**src/rtl/neuron_q_collector.sv**
```systemverilog
// Purpose: captures strobed neuron output samples Q into a show-ahead FIFO drained by valid/ready.
// Latency: a sample strobed on edge N is on OUT_DATA with OUT_VLD high right after edge N (empty FIFO).
// Backpressure: none upstream; when full, samples are dropped, counted in DROP_CNT and flagged by OVF.
//
// Ports:
//   CK, RSTN            clock, async active-low reset
//   Q, Q_VLD            neuron sample and its capture strobe
//   CLR                 synchronous clear of contents, OVF and DROP_CNT (beats push/pop/drop)
//   OUT_DATA/VLD/RDY    head-of-FIFO handshake towards the consumer
//   COUNT, FULL, EMPTY  registered occupancy status
//   OVF, DROP_CNT       sticky overflow flag and saturating drop counter
module neuron_q_collector #(
    parameter int WIDTH = 8,
    parameter int DEPTH = 8
) (
    input  logic                     CK,
    input  logic                     RSTN,
    input  logic [WIDTH-1:0]         Q,
    input  logic                     Q_VLD,
    input  logic                     CLR,
    output logic [WIDTH-1:0]         OUT_DATA,
    output logic                     OUT_VLD,
    input  logic                     OUT_RDY,
    output logic [$clog2(DEPTH):0]   COUNT,
    output logic                     FULL,
    output logic                     EMPTY,
    output logic                     OVF,
    output logic [7:0]               DROP_CNT
);

    localparam int AW = $clog2(DEPTH);
    localparam int CW = AW + 1;
    localparam logic [CW-1:0] DEPTH_C = CW'(DEPTH);

    logic [WIDTH-1:0] mem_q [DEPTH];
    logic [WIDTH-1:0] mem_d [DEPTH];
    logic [AW-1:0]    wr_ptr_q, wr_ptr_d;
    logic [AW-1:0]    rd_ptr_q, rd_ptr_d;
    logic [CW-1:0]    count_q, count_d;
    logic             full_q, full_d;
    logic             empty_q, empty_d;
    logic             ovf_q, ovf_d;
    logic [7:0]       drop_cnt_q, drop_cnt_d;

    logic pop;
    logic push;
    logic drop;

    // Handshake terms come only from registered state plus the strobes, so
    // OUT_VLD never depends on OUT_RDY.
    assign pop  = ~empty_q & OUT_RDY;
    // A full FIFO still takes a sample when the head leaves in the same cycle.
    assign push = Q_VLD & (~full_q | pop);
    assign drop = Q_VLD & full_q & ~pop;

    always_comb begin
        mem_d      = mem_q;
        wr_ptr_d   = wr_ptr_q;
        rd_ptr_d   = rd_ptr_q;
        count_d    = count_q;
        ovf_d      = ovf_q;
        drop_cnt_d = drop_cnt_q;

        if (CLR) begin
            wr_ptr_d   = '0;
            rd_ptr_d   = '0;
            count_d    = '0;
            ovf_d      = 1'b0;
            drop_cnt_d = '0;
        end else begin
            if (push) begin
                mem_d[wr_ptr_q] = Q;
                // DEPTH is a power of two, so natural overflow wraps the pointer.
                wr_ptr_d = wr_ptr_q + AW'(1);
            end
            if (pop) begin
                rd_ptr_d = rd_ptr_q + AW'(1);
            end
            case ({push, pop})
                2'b10:   count_d = count_q + CW'(1);
                2'b01:   count_d = count_q - CW'(1);
                default: count_d = count_q;
            endcase
            if (drop) begin
                ovf_d = 1'b1;
                if (drop_cnt_q != 8'hFF) begin
                    drop_cnt_d = drop_cnt_q + 8'd1;
                end
            end
        end

        full_d  = (count_d == DEPTH_C);
        empty_d = (count_d == '0);
    end

    always_ff @(posedge CK or negedge RSTN) begin
        if (!RSTN) begin
            for (int i = 0; i < DEPTH; i++) begin
                mem_q[i] <= '0;
            end
            wr_ptr_q   <= '0;
            rd_ptr_q   <= '0;
            count_q    <= '0;
            full_q     <= 1'b0;
            empty_q    <= 1'b1;
            ovf_q      <= 1'b0;
            drop_cnt_q <= '0;
        end else begin
            mem_q      <= mem_d;
            wr_ptr_q   <= wr_ptr_d;
            rd_ptr_q   <= rd_ptr_d;
            count_q    <= count_d;
            full_q     <= full_d;
            empty_q    <= empty_d;
            ovf_q      <= ovf_d;
            drop_cnt_q <= drop_cnt_d;
        end
    end

    // Show-ahead head: storage is cleared on reset, so OUT_DATA reads 0 then.
    assign OUT_DATA = mem_q[rd_ptr_q];
    assign OUT_VLD  = ~empty_q;
    assign COUNT    = count_q;
    assign FULL     = full_q;
    assign EMPTY    = empty_q;
    assign OVF      = ovf_q;
    assign DROP_CNT = drop_cnt_q;

endmodule

```
**config.mk**
```make
export PLATFORM = sky130hd
export DESIGN_NAME = neuron_q_collector
export DESIGN_NICKNAME = d
export VERILOG_FILES = /design/src/rtl/neuron_q_collector.sv
export SDC_FILE = /design/constraint.sdc
export NUM_CORES = 1
export LEC_CHECK = 0
export CAP_MARGIN = 20
export CORE_ASPECT_RATIO = 1.2
export CORE_MARGIN = 4
export CORE_UTILIZATION = 47
export DETAILED_ROUTE_END_ITERATION = 16
export HOLD_SLACK_MARGIN = 0.1
export PLACE_DENSITY = 0.81
export SYNTH_ARGS = -nofsm -noshare
export SYNTH_HDL_FRONTEND = slang
export SYNTH_SLANG_ARGS = --single-unit
```
**constraint.sdc**
```tcl
create_clock -name CK -period 2.3 [get_ports CK]
set_input_delay 0.345 -clock CK [delete_from_list [all_inputs] [get_ports CK]]
set_output_delay 0.345 -clock CK [all_outputs]
set_load 0.05 [all_outputs]
```
### Word level (Yosys, flattened, before mapping)

Index checks and enable logic that the tools add are counted.

| cells by class | value |
|---|---|
| $add $sub $neg | 5 |
| muxes and demuxes | 17 |
| bitwise logic cells | 11 |
| reduce and logical (&&, ||, !) cells | 8 |
| eq/ne operators | 4 |
| order comparisons | 3 |

Operators by type and width:

| operator | number |
|---|---|
| bitwise mux 64 bit | 1 |
| 2-to-1 mux 8 bit | 6 |
| binary-select mux 8 bit (select 3 bit) | 1 |
| demux 8 bit (select 3 bit) | 1 |
| 2-to-1 mux 3 bit | 4 |
| adder 8 x 1 -> 8 bit (second input constant) | 1 |
| greater-or-equal comparator 4 bit (second input constant) | 2 |
| != test 8 bit (second input constant) | 1 |
| inverter 3 -> 4 bit | 2 |
| one-hot mux 4 bit (2 select lines) | 1 |
| nonzero test 2 bit | 4 |
| adder 3 x 1 -> 3 bit (second input constant) | 2 |
| adder 4 x 1 -> 4 bit (second input constant) | 1 |
| AND 1 bit | 4 |
| == test 4 bit (second input constant) | 1 |
| logical NOT 4 bit | 1 |
| less-than comparator 4 x 1 -> 1 bit (second input constant) | 1 |
| 2-to-1 mux 4 bit | 1 |
| inverter 1 bit | 4 |
| AND reduction 2 bit | 2 |
| subtractor 4 x 1 -> 4 bit (second input constant) | 1 |
| == test 2 x 1 -> 1 bit (second input constant) | 1 |
| == test 2 bit (second input constant) | 1 |
| 2-to-1 mux 1 bit | 2 |
| 2 further kinds | 2 |

| word-level totals | value |
|---|---|
| output and inout bits | 24 |
| bits in registers | 85 |
| logic and storage cells | 63 |
| input bits | 13 |

### Longest topological paths before layout

| depth | value |
|---|---|
| depth after elaboration | 8 |
| gate-level depth with buffers | 11 |
| depth with buffers taken out | 11 |

### Worst setup path before layout

Ideal clock, no wire load.

| path | value |
|---|---|
| kind | reg2reg |
| from | reg empty_q, in the netlist EMPTY |
| to | reg full_q, in the netlist FULL |
| buffers on the path | 0 |
| slack | -0.115 ns |
| clock period less this slack | 2.415 ns |
| cell stages (with the launch flop) | 12 |
| data arrival time | 2.342 ns |
| data required time | 2.227 ns |
| setup time | 0.073 ns |
| path through | dfstp_2 nand2b_4 a21boi_4 inv_2 ha_1 xor2_1 ha_1 a21oi_1 mux2i_1 xor2_1 a21oi_1 nor2b_1 |

| between the ends | value |
|---|---|
| cells in the longest elaborated chain, start to end | 8 |
| elaborated cells between the ends (all ways) | 9 |
| those cells by class | 3 x eq/ne; 2 x mux; 4 x bitwise |

Ends and longest elaborated chain:

| item | RTL line | source |
|---|---|---|
| from (decl) | 41 | `logic empty_q, empty_d;` |
| from (signal assigned) | 114 | `empty_q <= empty_d;` |
| inverter 1 bit * | 51 | `assign pop = ~empty_q & OUT_RDY;` |
| AND 1 bit * | 51 |  |
| OR 1 bit | 53 | `assign push = Q_VLD & (~full_q \| pop);` |
| AND 1 bit | 53 |  |
| == test 2 x 1 -> 1 bit or == test 2 bit (tied branches) | 79 | `case ({push, pop})` |
| one-hot mux 4 bit (2 select lines) * | 79 |  |
| 2-to-1 mux 4 bit * | 64 | `if (CLR) begin` |
| == test 4 bit * | 92 | `full_d = (count_d == DEPTH_C);` |
| via full_d | 40 | `logic full_q, full_d;` |
| to (signal assigned) | 113 | `full_q <= full_d;` |
| to (decl) | 40 |  |

The timed path passes the listed nets; every way through them passes the cells marked *.
A chain may end at the register's enable or synchronous reset.

### Final worst setup path

| path | value |
|---|---|
| from | reg empty_q, in the netlist EMPTY |
| to | reg count_q[2], in the netlist COUNT[2] |

| between the ends | value |
|---|---|
| cells in the longest elaborated chain, start to end | 7 |
| elaborated cells between the ends (all ways) | 8 |
| those cells by class | 2 x eq/ne; 2 x mux; 4 x bitwise |

Ends and longest elaborated chain:

| item | RTL line | source |
|---|---|---|
| inverter 1 bit * | 51 |  |
| AND 1 bit * | 51 |  |
| OR 1 bit | 53 |  |
| AND 1 bit | 53 |  |
| == test 2 x 1 -> 1 bit or == test 2 bit (tied branches) | 79 |  |
| one-hot mux 4 bit (2 select lines) * | 79 |  |
| 2-to-1 mux 4 bit * | 64 |  |
| via count_d[2] | 39 | `logic [CW-1:0] count_q, count_d;` |
| to (signal assigned) | 112 | `count_q <= count_d;` |
| to (decl) | 39 |  |

Marks and branches as above.

==> impl_metrics.yaml <==
routing:
  vias_per_cell: 5.315
  ant_nets: 0
  wl_mm: 8.566
  drtIter0Drc: 89
  wl_per_cell_um: 18.00
  vias: 2530
  dr.pass1.iters: 4
  drc: 0
setup_path:
  cp_slowest_cell: "dfstp_2"
  crit_start: "EMPTY"
  crit_required_ps: 2550
  critical-path-top-delay-family: "flip-flops"
  crit_path_frequent_cell: "xor2_1"
  regToRegStartpoint: "EMPTY"
  path_buf_inv: 3
  crit_type: "flip-flop to flip-flop"
  crit_path_start_kind: "flip-flop"
  endpoint_kind: "flip-flop"
  worstPathCellList: "nand2b_4, buf_6, inv_4, ha_4, xor2_1, ha_2, a21oi_2, mux2i_1, xor2_1, buf_4, nor2_2"
  worst_ep_arrival_time_ps: 2510
  crit_fanout: 4
  slowest_delay_ps: 540
synthesis:
  netlist_area_um2: 4089
  seq_area_frac_synth_pct: 52.05
  synth_largest_area_cell: "dfrtp_1"
  ys_ff_latch: 85
  synth_cell_types: 38
  ys_warn_count: 0
  synthCells: 288
  ys.flop_type: "dfrtp_1"
  syn_area_per_cell_um2: 14.20
  async_flop_share_pct: 100.0
  synth_edf_count: 0
  synth_top_area_share_pct: 51.41
  synthTopCellsByArea: "dfrtp_1 (51%), mux2_2 (18%), mux4_2 (8.8%)"
  synth.net_count: 307
status:
  status: "complete, no violations"
sta:
  setup_viol: 0
  finClkSkew_ps: 7.737
  rsz0062_at_grt: "true"
  fmax_ghz: 0.4410
  slew_headroom_pct: 52.01
  finalCritPeriodShare_pct: 98.59
  slew_viol_final: 0
  tns_ps: 0
  hold_viol: 0
  worstMarginPinSlew_ps: 719.9
  min_period_ps: 2268
clocking:
  clock_latency_ps: 360
  clk_pin_slew_ps: 90
  cts_tree: "yes"
  ctsHtreeMaxLevel: 3
  cts_sinks: 85
  cts_buffer_depth: 2
  cts_root_buf: "clkbuf_8"
  cts_buffers: 9
worst_hold_path:
  min-delay-start: "mem_q[38]"
  worstHoldPathType: "flip-flop to flip-flop"
finish:
  area.growth.synth_to_final_pct: 24.69
  final_nets: 373
  fin_cells: 476
  antenna_cells: 0
  regArea_um2: 2130
  drive_gt1_share_pct: 45.96
  fillers: 665
  multi_input_area_um2: 1922
power:
  cellPowerDensity_nw_per_um2: 977.2
  p_sw_share_pct: 33.21
  p_leak_nw: 2.341
  p_switching_w: 0.001655
  combinationalPowerShare_pct: 36.5
  p_int_w: 0.003328
  seqPwrFrac_pct: 39.9
  peakVddDrop_mv: 0.6825
  p_clk_share_pct: 23.6
run:
  drv_cap: 0
grt:
  grt_max_degree: 56
  grt_pass1_vias: 2818
  grt_overflow: 0
  track_usage_pct: 18.59
  antenna_found_initial: 0
  grt_pass1_wl_mm: 14.52
placed_design:
  gp_congestion: 0.8087
  placed_cells: 455
  dp_hpwl_mm: 5.730
  portBuffers: 36
die:
  std_cell_rows: 37
  start_util_pct: 48.00
  floorplan.core_area_um2: 8518
  num_io_pins: 37
  die_w_um: 93.15
  dieHeight_um: 110.2
  die_area_um2: 10260
## cells by family after synthesis
family,after synthesis,synth area share (%)
and+or+nand+nor,63,9.119
adders and majority gates,6,1.836
DFF,85,52.05
muxes,93,30.63
buffers and inverters,18,1.928
xor gates and xnor gates,12,2.570
AOI/OAI and AO/OA,11,1.867
## power groups by stage
stage | Sequential [W] | Combinational [W] | Clock (W)
2_1_floorplan | 0.00204 | 0.00111 | 0
6_report | 0.00199 | 0.00182 | 0.00117
3_3_place_gp | 0.00198 | 0.00160 | 0
4_1_cts | 0.00198 | 0.00182 | 0.00120
5_1_grt | 0.00203 | 0.00195 | 0.00126
3_5_place_dp | 0.00201 | 0.00164 | 0
## per-stage QoR
stage               hold slack (ps)  total power, W  utilization, %  cell area, um^2  setup slack [ps]
finish                        506.3        0.004982           59.86             5099             32.34
global placement              440.1        0.003585           55.83             4756            -131.3
global route                  527.6        0.005237           59.86             5099            -76.28
detailed placement            447.3        0.003653           55.83             4756            -210.3
floorplan                     49.41        0.003155               -             4108            -7.017
CTS                           511.3        0.004999           59.77             5091            -14.41
## final timing paths
path	end	slack [ps]	cells past startpoint
min in group asynchronous	mem_q[63]	580	2
worst max-delay path	COUNT[2]	30	11
worst min register to register	mem_q[38]	510	1
worst max register to register	COUNT[2]	30	11
max in group asynchronous	EMPTY	1070	3
worst min-delay path	mem_q[38]	510	1
## sequential cells by signal, summed over array words and instances (netlist names)
name	cells
mem_q	64
OVF	1
rd_ptr_q	3
FULL	1
wr_ptr_q	3
COUNT	4
EMPTY	1
DROP_CNT	8
## cells in the final DEF, fill, tap and decap left out, types with 3 or more instances in the layout
master           count
nor3_1               3
mux2_4              12
nor2b_1              4
dfrtp_1             83
nor2_1              21
a21oi_1              3
ha_1                 4
buf_8                5
clkdlybuf4s50_1     27
mux2_2              61
mux4_2              16
xor2_1               6
xnor2_1              6
nand3_1              4
buf_6                5
nand2_1             12
mux2i_1              4
buf_4               27
o21ai_0              3
clkbuf_8             9
inv_1                4
## Yosys cell counts (2+ instances only)
cell	instances
nor2_1	22
o21ai_0	3
buf_2	3
clkbuf_1	8
nand2_1	12
dfrtp_1	84
mux2i_1	4
a21oi_1	5
xnor2_1	6
ha_1	6
nand4_1	2
nand3_1	4
nor4_1	2
mux2_4	8
xor2_1	6
nor2b_1	4
nor3_1	3
nand3b_2	2
inv_1	5
mux4_2	16
nor3b_4	2
mux2_2	65
## area by class of cell
cell class	instances	area share, %
clock buffer	9	2.429
clock inverter	7	1.914
inverter	6	0.4908
multi-input combinational	185	37.69
sequential	85	41.77
tap	117	2.871
timing repair buffer	67	12.83
## layer usage
layer | wire length (um) | part of all wire (%) | GRT usage, % | vias up
met2 | 4308 | 50 | 31.65 | 54
li1 | - | - | - | 1166
met5 | 0 | 0 | 0 | -
met3 | 271 | 3.2 | 3.802 | 10
met1 | 3887 | 45 | 24.27 | 1300
met4 | 99 | 1.2 | 5.340 | 0
## repair_timing
action	CTS	global route
cloned	1	0
setup buffers	3	2
gates resized for setup	16	11
pin swaps	0	2
endpoints found under the setup margin	8	10
hold endpoints to repair	53	0
hold buffers	1	0
Note: power is estimated with default switching activity, not from simulation.
